[src/rtl/lift_pkg.sv]
// Shared lift encodings: motor direction codes and scheduler states.
// The lift motion FSM decodes the same direction values.
package lift_pkg;

  localparam int N_FLOORS_DEF = 4;

  typedef enum logic [1:0] {
    UP   = 2'b00,
    DOWN = 2'b01,
    STAY = 2'b10
  } dir_e;

  typedef enum logic [1:0] {
    IDLE    = 2'b00,
    MOVE_UP = 2'b01,
    MOVE_DN = 2'b10,
    DOOR    = 2'b11
  } state_e;

  function automatic logic [1:0] dirFor(state_e s);
    case (s)
      MOVE_UP: return UP;
      MOVE_DN: return DOWN;
      default: return STAY;
    endcase
  endfunction

endpackage

[src/rtl/lift_door_timer.sv]
// Door dwell counter: loads CYCLES-1, counts down to zero while enabled,
// and flags done while enabled at zero.
module lift_door_timer #(
  parameter int  CYCLES = 8,
  localparam int W      = $clog2(CYCLES)
) (
  input  logic clk_i,
  input  logic rst_ni,
  input  logic load_i,
  input  logic en_i,
  output logic done_o
);

  logic [W-1:0] cnt_q;

  always_ff @(posedge clk_i or negedge rst_ni) begin
    if (!rst_ni) begin
      cnt_q <= '0;
    end else if (load_i) begin
      cnt_q <= W'(CYCLES - 1);
    end else if (en_i && (cnt_q != '0)) begin
      cnt_q <= cnt_q - W'(1);
    end
  end

  assign done_o = en_i && (cnt_q == '0);

endmodule

[src/rtl/lift_call_scheduler.sv]
// Single-car SCAN call scheduler: latches calls, tracks the car floor from
// motor step pulses, picks travel direction and times the door dwell.
module lift_call_scheduler
  import lift_pkg::*;
#(
  parameter int  N_FLOORS    = N_FLOORS_DEF,
  parameter int  DOOR_CYCLES = 8,
  localparam int FLOOR_W     = $clog2(N_FLOORS)
) (
  input  logic                clk_i,
  input  logic                rst_ni,
  input  logic [N_FLOORS-1:0] car_req_i,
  input  logic [N_FLOORS-1:0] hall_up_req_i,
  input  logic [N_FLOORS-1:0] hall_dn_req_i,
  input  logic                floor_step_i,
  output logic [1:0]          dir_o,
  output logic                door_open_o,
  output logic [FLOOR_W-1:0]  cur_floor_o,
  output logic [N_FLOORS-1:0] pend_car_o,
  output logic [N_FLOORS-1:0] pend_up_o,
  output logic [N_FLOORS-1:0] pend_dn_o
);

  state_e               state_q, state_d;
  dir_e                 last_dir_q, last_dir_d;
  logic [FLOOR_W-1:0]   cur_floor_q, cur_floor_d;
  logic [N_FLOORS-1:0]  pend_car_q, pend_car_d;
  logic [N_FLOORS-1:0]  pend_up_q, pend_up_d;
  logic [N_FLOORS-1:0]  pend_dn_q, pend_dn_d;
  logic [1:0]           dir_q;
  logic                 door_open_q;

  logic [N_FLOORS-1:0]  upValid, dnValid, reqAll, pendAll, clrMask;
  logic [FLOOR_W-1:0]   nfUp, nfDn, fi;
  logic                 anyHere, reqHere, above, below;
  logic                 upHit, dnAtUp, aboveNfUp, dnHit, upAtDn, belowNfDn;
  logic                 stopUp, stopDn, atTop, atBottom;
  logic                 timerLoad, timerDone;

  // The top floor has no up button and the ground floor no down button.
  assign upValid = hall_up_req_i & {1'b0, {(N_FLOORS-1){1'b1}}};
  assign dnValid = hall_dn_req_i & {{(N_FLOORS-1){1'b1}}, 1'b0};
  assign reqAll  = car_req_i | upValid | dnValid;
  assign pendAll = pend_car_q | pend_up_q | pend_dn_q;

  assign nfUp     = cur_floor_q + FLOOR_W'(1);
  assign nfDn     = cur_floor_q - FLOOR_W'(1);
  assign atTop    = (cur_floor_q == FLOOR_W'(N_FLOORS - 1));
  assign atBottom = (cur_floor_q == '0);

  always_comb begin
    anyHere   = 1'b0;
    reqHere   = 1'b0;
    above     = 1'b0;
    below     = 1'b0;
    upHit     = 1'b0;
    dnAtUp    = 1'b0;
    aboveNfUp = 1'b0;
    dnHit     = 1'b0;
    upAtDn    = 1'b0;
    belowNfDn = 1'b0;
    fi        = '0;
    for (int i = 0; i < N_FLOORS; i++) begin
      fi = FLOOR_W'(i);
      if (fi == cur_floor_q) begin
        anyHere = pendAll[i];
        reqHere = reqAll[i];
      end
      if (fi > cur_floor_q) above = above | pendAll[i];
      if (fi < cur_floor_q) below = below | pendAll[i];
      if (fi == nfUp) begin
        upHit  = pend_car_q[i] | pend_up_q[i];
        dnAtUp = pend_dn_q[i];
      end
      if (fi > nfUp) aboveNfUp = aboveNfUp | pendAll[i];
      if (fi == nfDn) begin
        dnHit  = pend_car_q[i] | pend_dn_q[i];
        upAtDn = pend_up_q[i];
      end
      if (fi < nfDn) belowNfDn = belowNfDn | pendAll[i];
    end
  end

  // An opposite-direction call only stops the car if it is the last one ahead.
  assign stopUp = upHit | (dnAtUp & ~aboveNfUp);
  assign stopDn = dnHit | (upAtDn & ~belowNfDn);

  always_comb begin
    state_d     = state_q;
    cur_floor_d = cur_floor_q;
    last_dir_d  = last_dir_q;
    timerLoad   = 1'b0;
    unique case (state_q)
      IDLE: begin
        if (anyHere) begin
          state_d   = DOOR;
          timerLoad = 1'b1;
        end else if (above && below) begin
          state_d = (last_dir_q == UP) ? MOVE_UP : MOVE_DN;
        end else if (above) begin
          state_d = MOVE_UP;
        end else if (below) begin
          state_d = MOVE_DN;
        end
      end
      MOVE_UP: begin
        if (floor_step_i) begin
          if (atTop) begin
            state_d = IDLE;
          end else begin
            cur_floor_d = nfUp;
            if (stopUp) begin
              state_d   = DOOR;
              timerLoad = 1'b1;
            end
          end
        end
      end
      MOVE_DN: begin
        if (floor_step_i) begin
          if (atBottom) begin
            state_d = IDLE;
          end else begin
            cur_floor_d = nfDn;
            if (stopDn) begin
              state_d   = DOOR;
              timerLoad = 1'b1;
            end
          end
        end
      end
      DOOR: begin
        if (reqHere) begin
          timerLoad = 1'b1;
        end else if (timerDone) begin
          if (last_dir_q == UP) begin
            state_d = above ? MOVE_UP : (below ? MOVE_DN : IDLE);
          end else begin
            state_d = below ? MOVE_DN : (above ? MOVE_UP : IDLE);
          end
        end
      end
      default: state_d = IDLE;
    endcase
    if (state_d == MOVE_UP) begin
      last_dir_d = UP;
    end else if (state_d == MOVE_DN) begin
      last_dir_d = DOWN;
    end
  end

  // Calls at the floor where the door is (or is about to be) open are served.
  always_comb begin
    clrMask = '0;
    for (int i = 0; i < N_FLOORS; i++) begin
      if ((state_d == DOOR) && (FLOOR_W'(i) == cur_floor_d)) clrMask[i] = 1'b1;
    end
    pend_car_d = (pend_car_q | car_req_i) & ~clrMask;
    pend_up_d  = (pend_up_q | upValid) & ~clrMask;
    pend_dn_d  = (pend_dn_q | dnValid) & ~clrMask;
  end

  always_ff @(posedge clk_i or negedge rst_ni) begin
    if (!rst_ni) begin
      state_q     <= IDLE;
      last_dir_q  <= UP;
      cur_floor_q <= '0;
      pend_car_q  <= '0;
      pend_up_q   <= '0;
      pend_dn_q   <= '0;
      dir_q       <= STAY;
      door_open_q <= 1'b0;
    end else begin
      state_q     <= state_d;
      last_dir_q  <= last_dir_d;
      cur_floor_q <= cur_floor_d;
      pend_car_q  <= pend_car_d;
      pend_up_q   <= pend_up_d;
      pend_dn_q   <= pend_dn_d;
      dir_q       <= dirFor(state_d);
      door_open_q <= (state_d == DOOR);
    end
  end

  lift_door_timer #(
    .CYCLES(DOOR_CYCLES)
  ) u_door_timer (
    .clk_i  (clk_i),
    .rst_ni (rst_ni),
    .load_i (timerLoad),
    .en_i   (state_q == DOOR),
    .done_o (timerDone)
  );

  assign dir_o       = dir_q;
  assign door_open_o = door_open_q;
  assign cur_floor_o = cur_floor_q;
  assign pend_car_o  = pend_car_q;
  assign pend_up_o   = pend_up_q;
  assign pend_dn_o   = pend_dn_q;

endmodule

[config.mk]
export PLATFORM = sky130hd
export DESIGN_NAME = lift_call_scheduler
export DESIGN_NICKNAME = d
export VERILOG_FILES = /design/src/rtl/lift_pkg.sv /design/src/rtl/lift_door_timer.sv /design/src/rtl/lift_call_scheduler.sv
export SDC_FILE = /design/constraint.sdc
export NUM_CORES = 1
export LEC_CHECK = 0
export CAP_MARGIN = 20
export CELL_PAD_IN_SITES_DETAIL_PLACEMENT = 0
export CELL_PAD_IN_SITES_GLOBAL_PLACEMENT = 1
export CORE_MARGIN = 2
export CORE_UTILIZATION = 30
export DETAILED_ROUTE_END_ITERATION = 12
export DONT_BUFFER_PORTS = 1
export PLACE_DENSITY_LB_ADDON = 0.1
export REMOVE_ABC_BUFFERS = 1
export SLEW_MARGIN = 20
export SYNTH_ARGS = -nofsm -noshare
export SYNTH_HDL_FRONTEND = slang
export SYNTH_SLANG_ARGS = --single-unit
[constraint.sdc]
create_clock -name clk_i -period 3.38 [get_ports clk_i]
set_input_delay 0.676 -clock clk_i [delete_from_list [all_inputs] [get_ports clk_i]]
set_output_delay 0.676 -clock clk_i [all_outputs]
set_load 0.1 [all_outputs]
# Yosys cells after proc, flatten, opt, wreduce, memory -nomap -nowiden
# Cells that the tools add are included.
# Widths: inputs -> output; s select.
# classes
eq_ne,19
n_bitwise,37
add_sub_neg,3
mux,82
magnitude_cmp,16
n_reduce_logical,17
# op_table
operator,n
$mux 1,53
$mux 2,23
$or 1x1->1,22
$or 4x4->4,5
$eq 2x2->1 const A,8
$and 4x4->4,3
$logic_not 2->1,6
$eq 2x2->1 const B,5
$eq 1x2->1 const A,4
$gt 1x2->1 const A,4
$gt 2x2->1 const A,4
$lt 1x2->1 const A,4
$lt 2x2->1 const A,4
$or 4x3->4,2
$pmux 2 s2,2
$pmux 2 s4,1
$logic_and 1x1->1,7
$mux 3,2
$eq 2x1->1 const B,2
$not 4->4,1
$pmux 1 s4,1
$reduce_bool 2->1,2
$logic_not 3->1,1
$reduce_bool 3->1,1
other kinds (5),7
# word_totals
in_bits,15
out_inout_bits,17
regBits,24

# Depth between registers and ports, before layout
# Gate-level depths: netlist of run 1.
# logic_depth
depth_word,21
ltp_mapped,14

# Hierarchy
# From an unflattened synthesis of run 1, not the netlist that was laid out.
# unflattened
cells_unflattened,168
hier_area_um2,1582.8
# modules_own_cells
mod,instances,area_per_inst_um2,seq_area_each_um2,cells_each
lift_call_scheduler,1,1395.1,501.7,149
lift_door_timer,1,187.7,75.1,19

# Least setup slack after synthesis of run 1
# No wires, ideal clock.
# synth_timing
path_kind,reg-to-reg
startpoint,register cur_floor_q[1] (netlist: cur_floor_o[1])
endpoint,register pend_car_q[0] (netlist: pend_car_o[0])
period_less_slack_ns,3.512
slack_ns,-0.132
t_arrival_ns,3.381
stages_incl_launch_ff,13
cell_sequence,dfrtp_1 -> ha_1 -> buf_2 -> or4b_1 -> o32a_1 -> a21oi_2 -> mux2i_1 -> nand2_1 -> a31oi_1 -> ha_1 -> inv_1 -> nor3_1 -> nor2_1
# synth_via
elab_chain_len,21
# synth_rtl
item,line,text
start: declaration,lift_call_scheduler.sv:26,"logic [FLOOR_W-1:0] cur_floor_q, cur_floor_d;"
start signal: assignment,lift_call_scheduler.sv:176,cur_floor_q <= cur_floor_d;
$sub 2x1->2 or $add 2x1->2 (tied branches),"lift_call_scheduler.sv:47, lift_call_scheduler.sv:46",
$lt 1x2->1 or $gt 1x2->1 (tied branches),"lift_call_scheduler.sv:80, lift_call_scheduler.sv:75",
"$mux 1, on equally long branches","lift_call_scheduler.sv:80, lift_call_scheduler.sv:75",
"$or 1x1->1, on equally long branches","lift_call_scheduler.sv:80, lift_call_scheduler.sv:75",
"$mux 1, on equally long branches","lift_call_scheduler.sv:80, lift_call_scheduler.sv:75",
"$or 1x1->1, on equally long branches","lift_call_scheduler.sv:80, lift_call_scheduler.sv:75",
"$mux 1, on equally long branches","lift_call_scheduler.sv:80, lift_call_scheduler.sv:75",
"$or 1x1->1, on equally long branches","lift_call_scheduler.sv:80, lift_call_scheduler.sv:75",
[7 not listed],--,
$pmux 2 s4 (*),lift_call_scheduler.sv:93,unique case (state_q)
via state_d[1],lift_call_scheduler.sv:24,"state_e state_q, state_d;"
$eq 2x2->1 (*),lift_call_scheduler.sv:156,if ((state_d == DOOR) && (FLOOR_W'(i) == cur_floor_d)) clrMask[i] = 1'b1;
$logic_and 1x1->1 (*),lift_call_scheduler.sv:156,
$mux 1 (*),lift_call_scheduler.sv:156,
$not 4->4 (*),lift_call_scheduler.sv:158,pend_car_d = (pend_car_q | car_req_i) & ~clrMask;
$and 4x4->4 (*),lift_call_scheduler.sv:158,
via pend_car_d[0],lift_call_scheduler.sv:27,"logic [N_FLOORS-1:0] pend_car_q, pend_car_d;"
end signal: assignment,lift_call_scheduler.sv:177,pend_car_q <= pend_car_d;
end: declaration,lift_call_scheduler.sv:27,
# Mark *: on every way through the listed nets, which the timed path passes. The rest lies on a longest branch.
# A chain may end at the register's enable or synchronous reset.

# Final worst setup path of run 1
# layout_timing
startpoint,register cur_floor_q[1] (netlist: cur_floor_o[1])
endpoint,register pend_dn_q[2] (netlist: pend_dn_o[2])
# layout_via
elab_chain_len,21
# layout_rtl
item,line,text
$sub 2x1->2 or $add 2x1->2 (tied branches),"lift_call_scheduler.sv:47, lift_call_scheduler.sv:46",
$lt 1x2->1 or $gt 1x2->1 (tied branches),"lift_call_scheduler.sv:80, lift_call_scheduler.sv:75",
"$mux 1, on equally long branches","lift_call_scheduler.sv:80, lift_call_scheduler.sv:75",
"$or 1x1->1, on equally long branches","lift_call_scheduler.sv:80, lift_call_scheduler.sv:75",
"$mux 1, on equally long branches","lift_call_scheduler.sv:80, lift_call_scheduler.sv:75",
"$or 1x1->1, on equally long branches","lift_call_scheduler.sv:80, lift_call_scheduler.sv:75",
"$mux 1, on equally long branches","lift_call_scheduler.sv:80, lift_call_scheduler.sv:75",
"$or 1x1->1, on equally long branches","lift_call_scheduler.sv:80, lift_call_scheduler.sv:75",
[7 not listed],--,
$pmux 2 s4 (*),lift_call_scheduler.sv:93,
via state_d[1],lift_call_scheduler.sv:24,
$eq 2x2->1 (*),lift_call_scheduler.sv:156,
$logic_and 1x1->1 (*),lift_call_scheduler.sv:156,
$mux 1 (*),lift_call_scheduler.sv:156,
$not 4->4 (*),lift_call_scheduler.sv:160,pend_dn_d = (pend_dn_q | dnValid) & ~clrMask;
$and 4x4->4 (*),lift_call_scheduler.sv:160,
via pend_dn_d[2],lift_call_scheduler.sv:29,"logic [N_FLOORS-1:0] pend_dn_q, pend_dn_d;"
end signal: assignment,lift_call_scheduler.sv:179,pend_dn_q <= pend_dn_d;
end: declaration,lift_call_scheduler.sv:29,
# Marks and branches as above.

==> impl_metrics.toml, run 1 <==
[drt]
dr.pass1.iters = 4
dr_total_vias = 1361
drtIter0Drc = 78
postRouteAntennaNets = 0
via_per_inst = 5.32
finalWirelength_mm = 4.27
drc_errors = 0
wl_per_cell_um = 16.7

[placement]
port_buffers = 0
hpwl_mm = 3.34
post-place-ws_ns = 0.0536
routabilityCongestion = 0.867
placed_area_um2 = 1740

[die]
start_util_pct = 31.7
die_area_um2 = 5670
dieHeight_um = 75.3
io_pins = 32
coreArea_um2 = 4820
placementRows = 25
dieWidth_um = 75.3

[synth]
yosys_warnings = 0
synth_seq_area_share_pct = 37.8
synth.distinct_cells = 42
yosys.area.top_type = "dfrtp_1"
synth_top_area_share_pct = 36.1
synth_edf_count = 0
synthCells = 169
ys.flop_type = "dfrtp_1"
netlist_area_um2 = 1530
ys_seq_elements = 23
synth_area_leaders = "dfrtp_1, ha_1, nand2_1"
synthArstFlopShare_pct = 100
postSynthAreaPerCell_um2 = 9.02

[timing]
rsz0062_at_grt = "false"
clock_skew_ns = 0.00596
hold_viol = 0
worst_pin_slew_ns = 0.871
finalCritPeriodShare_pct = 94.6
timing.fmax_mhz = 313
setup_viol = 0
min_period_ns = 3.20
whs_ns = 0.0836
drv_slew = 0
slew_headroom_pct = 42.0
setup_ws_ns = 0.182

[final_layout]
post-route-util_pct = 37.8
antenna_cells = 0
fillCellCount = 541
final_nets = 221
synthToLayoutAreaGrowth_pct = 19.4
drive_above_1_share_pct = 15.3
design_area_um2 = 1820

[grt]
grtUsageTotal_pct = 16.3
grt_pass1_vias = 1423
overflow = 0
grt_pass1_wl_mm = 6.96
grt_max_degree = 24
antenna_found_initial = 0

[critical_path]
crit_fanout = 7
cp-start-kind = "flip-flop"
r2r_start = "cur_floor_o[1]"
reg2reg_to = "pend_dn_o[2]"
reg2reg_depth = 12
r2r_slack_ns = 0.18
endpoint_kind = "flip-flop"
worst-endpoint-arrival_ns = 3.37
critPathRequiredTime_ns = 3.55
critPathKind = "reg -> reg"

[cts]
root_buffer = "clkbuf_8"
cts.sinks = 23
cts_tree = "built"
cts.htree.levels = 1
clk_path_buf_depth = 2
holdBufCountCts = 0
cts_buffers = 3
clk_pin_slew_ns = 0.09
clkLatencyLatePin_ns = 0.27

[status]
status = "completed"

[min_path]
hold_class = "in -> async"

[run]
maxCapViolations = 0
-- Yosys cell counts, types with 4 or more instances --
library cell,count
o211ai_1,5
o21ai_0,10
nand2b_1,4
dfrtp_1,22
nor3_1,4
a21oi_1,8
ha_1,16
nand2_1,18
inv_1,15
nor2_1,13
o21a_1,8
-- through the flow --
step | TNS, ns | cells
2_1_floorplan | -0.614 | 167
3_3_place_gp | 0 | 252
3_5_place_dp | 0 | 252
4_1_cts | 0 | 256
5_1_grt | 0 | 256
6_report | 0 | 256
-- metal layers --
layer	wire, um	GRT usage (%)	part of all wire [%]	vias up
met2	2000	26.4	47	39
met3	258	3.04	6.0	7
met4	38	3.70	0.89	0
met5	0	0	0	-
li1	-	-	-	654
met1	1970	22.8	46	661
-- area by class of cell --
type | instances | area (um^2) | share of cell area (%)
multi-input cells | 129 | 921 | 50.5
repair buffers | 18 | 139 | 7.62
flip-flops and latches | 23 | 577 | 31.7
clock buffers | 4 | 45.0 | 2.47
well taps | 67 | 83.8 | 4.60
inverters | 15 | 56.3 | 3.09
-- critical path, stage by stage, from the launching register on --
cell and delay, ns:
dfrtp_1 0.48, ha_1 0.29, or4b_1 0.53, o32a_1 0.24, a21oi_2 0.23, mux2i_1 0.22
nand2_1 0.12, a31oi_2 0.28, ha_2 0.28, inv_1 0.07, nor2_1 0.10, nand2_1 0.10
o21a_1 0.15
-- logic make-up (layout without fill, tap and decap cells) --
family,count (synthesis),after routing,synth area share [%]
AOI/OAI and AO/OA,56,56,25.4
xor gates and xnor gates,2,2,1.15
adders and majority gates,16,16,13.1
buffers and inverters,17,37,4.26
DFF,23,23,37.8
muxes,1,1,0.656
and+or+nand+nor,54,54,17.6
-- flip-flops by register name, summed over array words and instances (netlist names) --
name and flops:
pend_up_o 4, pend_dn_o 4, pend_car_o 4, u_door_timer.cnt_q 3, dir_o 2, last_dir_q 1, state_q 2, door_open_o 1
cur_floor_o 2
-- cells in the final DEF (no fill, tap or decap), drive strengths merged --
| cell | synthesis | final |
|---|---|---|
| a31oi | 3 | 3 |
| clkbuf | 1 | 4 |
| o21a | 8 | 8 |
| a31o | 2 | 2 |
| nand4b | 1 | 1 |
| nor2b | 3 | 3 |
| or3 | 3 | 3 |
| o221ai | 2 | 2 |
| o211ai | 5 | 5 |
| nand2 | 18 | 18 |
| nand3 | 3 | 3 |
| buf | 1 | 18 |
| o22ai | 1 | 1 |
| a221oi | 3 | 3 |
| a22oi | 2 | 2 |
| inv | 15 | 15 |
| nor4b | 1 | 1 |
| a21oi | 9 | 9 |
| a222oi | 1 | 1 |
| o32a | 1 | 1 |
| ha | 16 | 16 |
| nand2b | 4 | 4 |
| o31ai | 1 | 1 |
| xnor2 | 1 | 1 |
| dfstp | 1 | 1 |
| and2 | 1 | 1 |
| o21ai | 11 | 11 |
| dfrtp | 22 | 22 |
| o21bai | 2 | 2 |
| nor2 | 13 | 13 |
| or4b | 1 | 1 |
| mux2i | 1 | 1 |
| a311oi | 1 | 1 |
| a2bb2oi | 1 | 1 |
| nand3b | 2 | 2 |
| a32oi | 2 | 2 |
| nor3 | 4 | 4 |
| xor2 | 1 | 1 |
| a211oi | 1 | 1 |
-- timing repair --
| item | CTS | global route |
|---|---|---|
| setup endpoints to repair | 0 | 13 |
| resized for setup | 0 | 7 |
| buffers inserted | 0 | 0 |
-- worst max-delay path by stage --
stage	start	end	slack (ns)	cells after the start
2_1_floorplan	cur_floor_o[1]	pend_car_o[0]	-0.13	11
3_3_place_gp	cur_floor_o[1]	pend_dn_o[0]	0.09	12
3_5_place_dp	cur_floor_o[1]	pend_dn_o[0]	0.05	12
4_1_cts	cur_floor_o[1]	pend_dn_o[0]	0.03	11
5_1_grt	cur_floor_o[1]	pend_up_o[0]	0.02	11
6_report	cur_floor_o[1]	pend_dn_o[2]	0.18	12
Power of run 1 is left out: the tool's default activity adds up to more than one toggle a clock period on the data nets, which glitch-free logic cannot reach.
==> run 2, diff against run 1 <==
--- a/config.mk
+++ b/config.mk
@@ -13,7 +13,6 @@
 export DETAILED_ROUTE_END_ITERATION = 12
 export DONT_BUFFER_PORTS = 1
 export PLACE_DENSITY_LB_ADDON = 0.1
-export REMOVE_ABC_BUFFERS = 1
 export SLEW_MARGIN = 20
 export SYNTH_ARGS = -nofsm -noshare
 export SYNTH_HDL_FRONTEND = slang
==> run 2 against run 1 <==
Count of clock-buffer cells in the layout shrank 1. Cell area shrank 1.3%. Clock skew shrank 0.0045 ns. Register-to-register slack gained 0.03 ns. Largest cell class unchanged. Global-route usage shrank 0.89 points. Die area is the same. Highest routed layer unchanged. Sequential share of layout area grew 0.56 points. Via count shrank 1.7%.
==> impl_metrics.toml, run 2 (synthesized netlist as in run 1, its figures left out) <==
[status]
status = "completed"

[timing]
setup_ws_ns = 0.215
fin_tns_setup_ns = 0
finalCritPeriodShare_pct = 93.6
hold_viol = 0
drv_slew = 0
min_period_ns = 3.16
timing.fmax_mhz = 316
worst_pin_slew_ns = 0.873
whs_ns = 0.0873
clock_skew_ns = 0.00150
setup_viol = 0
slew_headroom_pct = 41.8

[die]
start_util_pct = 31.7
placementRows = 25
coreArea_um2 = 4820
io_pins = 32
die_area_um2 = 5670
dieWidth_um = 75.3
dieHeight_um = 75.3

[final_layout]
final_nets = 221
final_common_cell = "dfrtp_1"
post-route-util_pct = 37.3
synthToLayoutAreaGrowth_pct = 17.9
mostFrequentLayoutCells = "dfrtp_1, nand2_1, buf_4"
fillCellCount = 505
drive_above_1_share_pct = 15.3
antenna_cells = 0

[critical_path]
crit_fanout = 5
r2r_slack_ns = 0.22
reg2reg_to = "pend_up_o[1]"
critPathKind = "reg -> reg"
worst-endpoint-arrival_ns = 3.33
reg2reg_depth = 12
r2r_start = "cur_floor_o[0]"
cp-start-kind = "flip-flop"
startpoint = "cur_floor_o[0]"
critPathRequiredTime_ns = 3.55
endpoint_kind = "flip-flop"

[grt]
grt_pass1_wl_mm = 6.53
grtUsageTotal_pct = 15.4
busiest_layer = "met2"
grt_pass1_vias = 1373
overflow = 0
grt_max_degree = 24
gr-usage-met3_pct = 4.50
antenna_found_initial = 0
met2_usage_pct = 24.4
grtUsageMet1_pct = 20.5

[drt]
finalWirelength_mm = 4.08
via_per_inst = 5.23
drtIter0Drc = 107
drc_errors = 0
dr_total_vias = 1338
postRouteAntennaNets = 0
wl_per_cell_um = 16.0
dr.pass1.iters = 4

[cts]
cts_tree = "built"
cts.htree.levels = 1
root_buffer = "clkbuf_8"
clkLatencyLatePin_ns = 0.27
clk_path_buf_depth = 2
cts_buffers = 3
clk_pin_slew_ns = 0.09
holdBufCountCts = 0
cts.sinks = 23

[placement]
routabilityCongestion = 0.911
hpwl_mm = 3.22
post-place-ws_ns = 0.111
port_buffers = 0

[min_path]
hold_class = "in -> async"

[run]
maxCapViolations = 0

[synth]
synth_nets = 200
run 2: cell count changes in the layout (fill, tap and decap cells not counted), sizes merged:
cell and delta:
clkinvlp +1, clkbuf -1
run 2: critical path, cell delays in order (launching register included):
cell and delay (ns):
dfrtp_2 0.45, inv_1 0.17, ha_1 0.23, or4b_1 0.45
o32a_1 0.24, a21oi_2 0.22, mux2i_1 0.21, nand2_1 0.10
a31oi_1 0.31, ha_1 0.23, buf_4 0.12, nand3b_1 0.16
o21a_1 0.17
run 2: cell type report:
type	instances	area (um^2)	area share, %
Clock inverter	1	7.51	0.418
Inverter	15	56.3	3.13
Tap cell	67	83.8	4.66
Timing Repair Buffer	18	135	7.52
Multi-Input combinational cell	129	895	49.8
Sequential cell	23	579	32.2
Clock buffer	3	41.3	2.30
run 2: repair_timing:
action / CTS / global route
resized for setup: 0 / 2
buffers inserted: 0 / 0
setup endpoints to repair: 0 / 12
run 2: routing by layer:
metal / part of all wire (%) / wire, um / vias up
met5: 0 / 0 / -
met4: 0.54 / 22 / 0
met3: 7.3 / 297 / 2
met2: 47 / 1920 / 44
met1: 45 / 1840 / 637
li1: - / - / 655
run 2: worst max-delay path by stage:
| stage | end | slack [ns] | depth (start not counted) |
|---|---|---|---|
| floorplan | pend_car_o[0] | 0.18 | 13 |
| global placement | pend_dn_o[0] | 0.15 | 12 |
| detailed placement | pend_car_o[0] | 0.11 | 12 |
| CTS | pend_car_o[0] | 0.1 | 12 |
| global route | pend_car_o[2] | -0.0003 | 13 |
| finish | pend_up_o[1] | 0.22 | 12 |
run 2: through the flow:
stage / area [um^2] / instances
after floorplan: 1530 / 169
after global placement: 1740 / 252
after detailed placement: 1740 / 252
after CTS: 1790 / 256
after global routing: 1800 / 256
final: 1800 / 256
Power of run 2 is left out for the same reason.
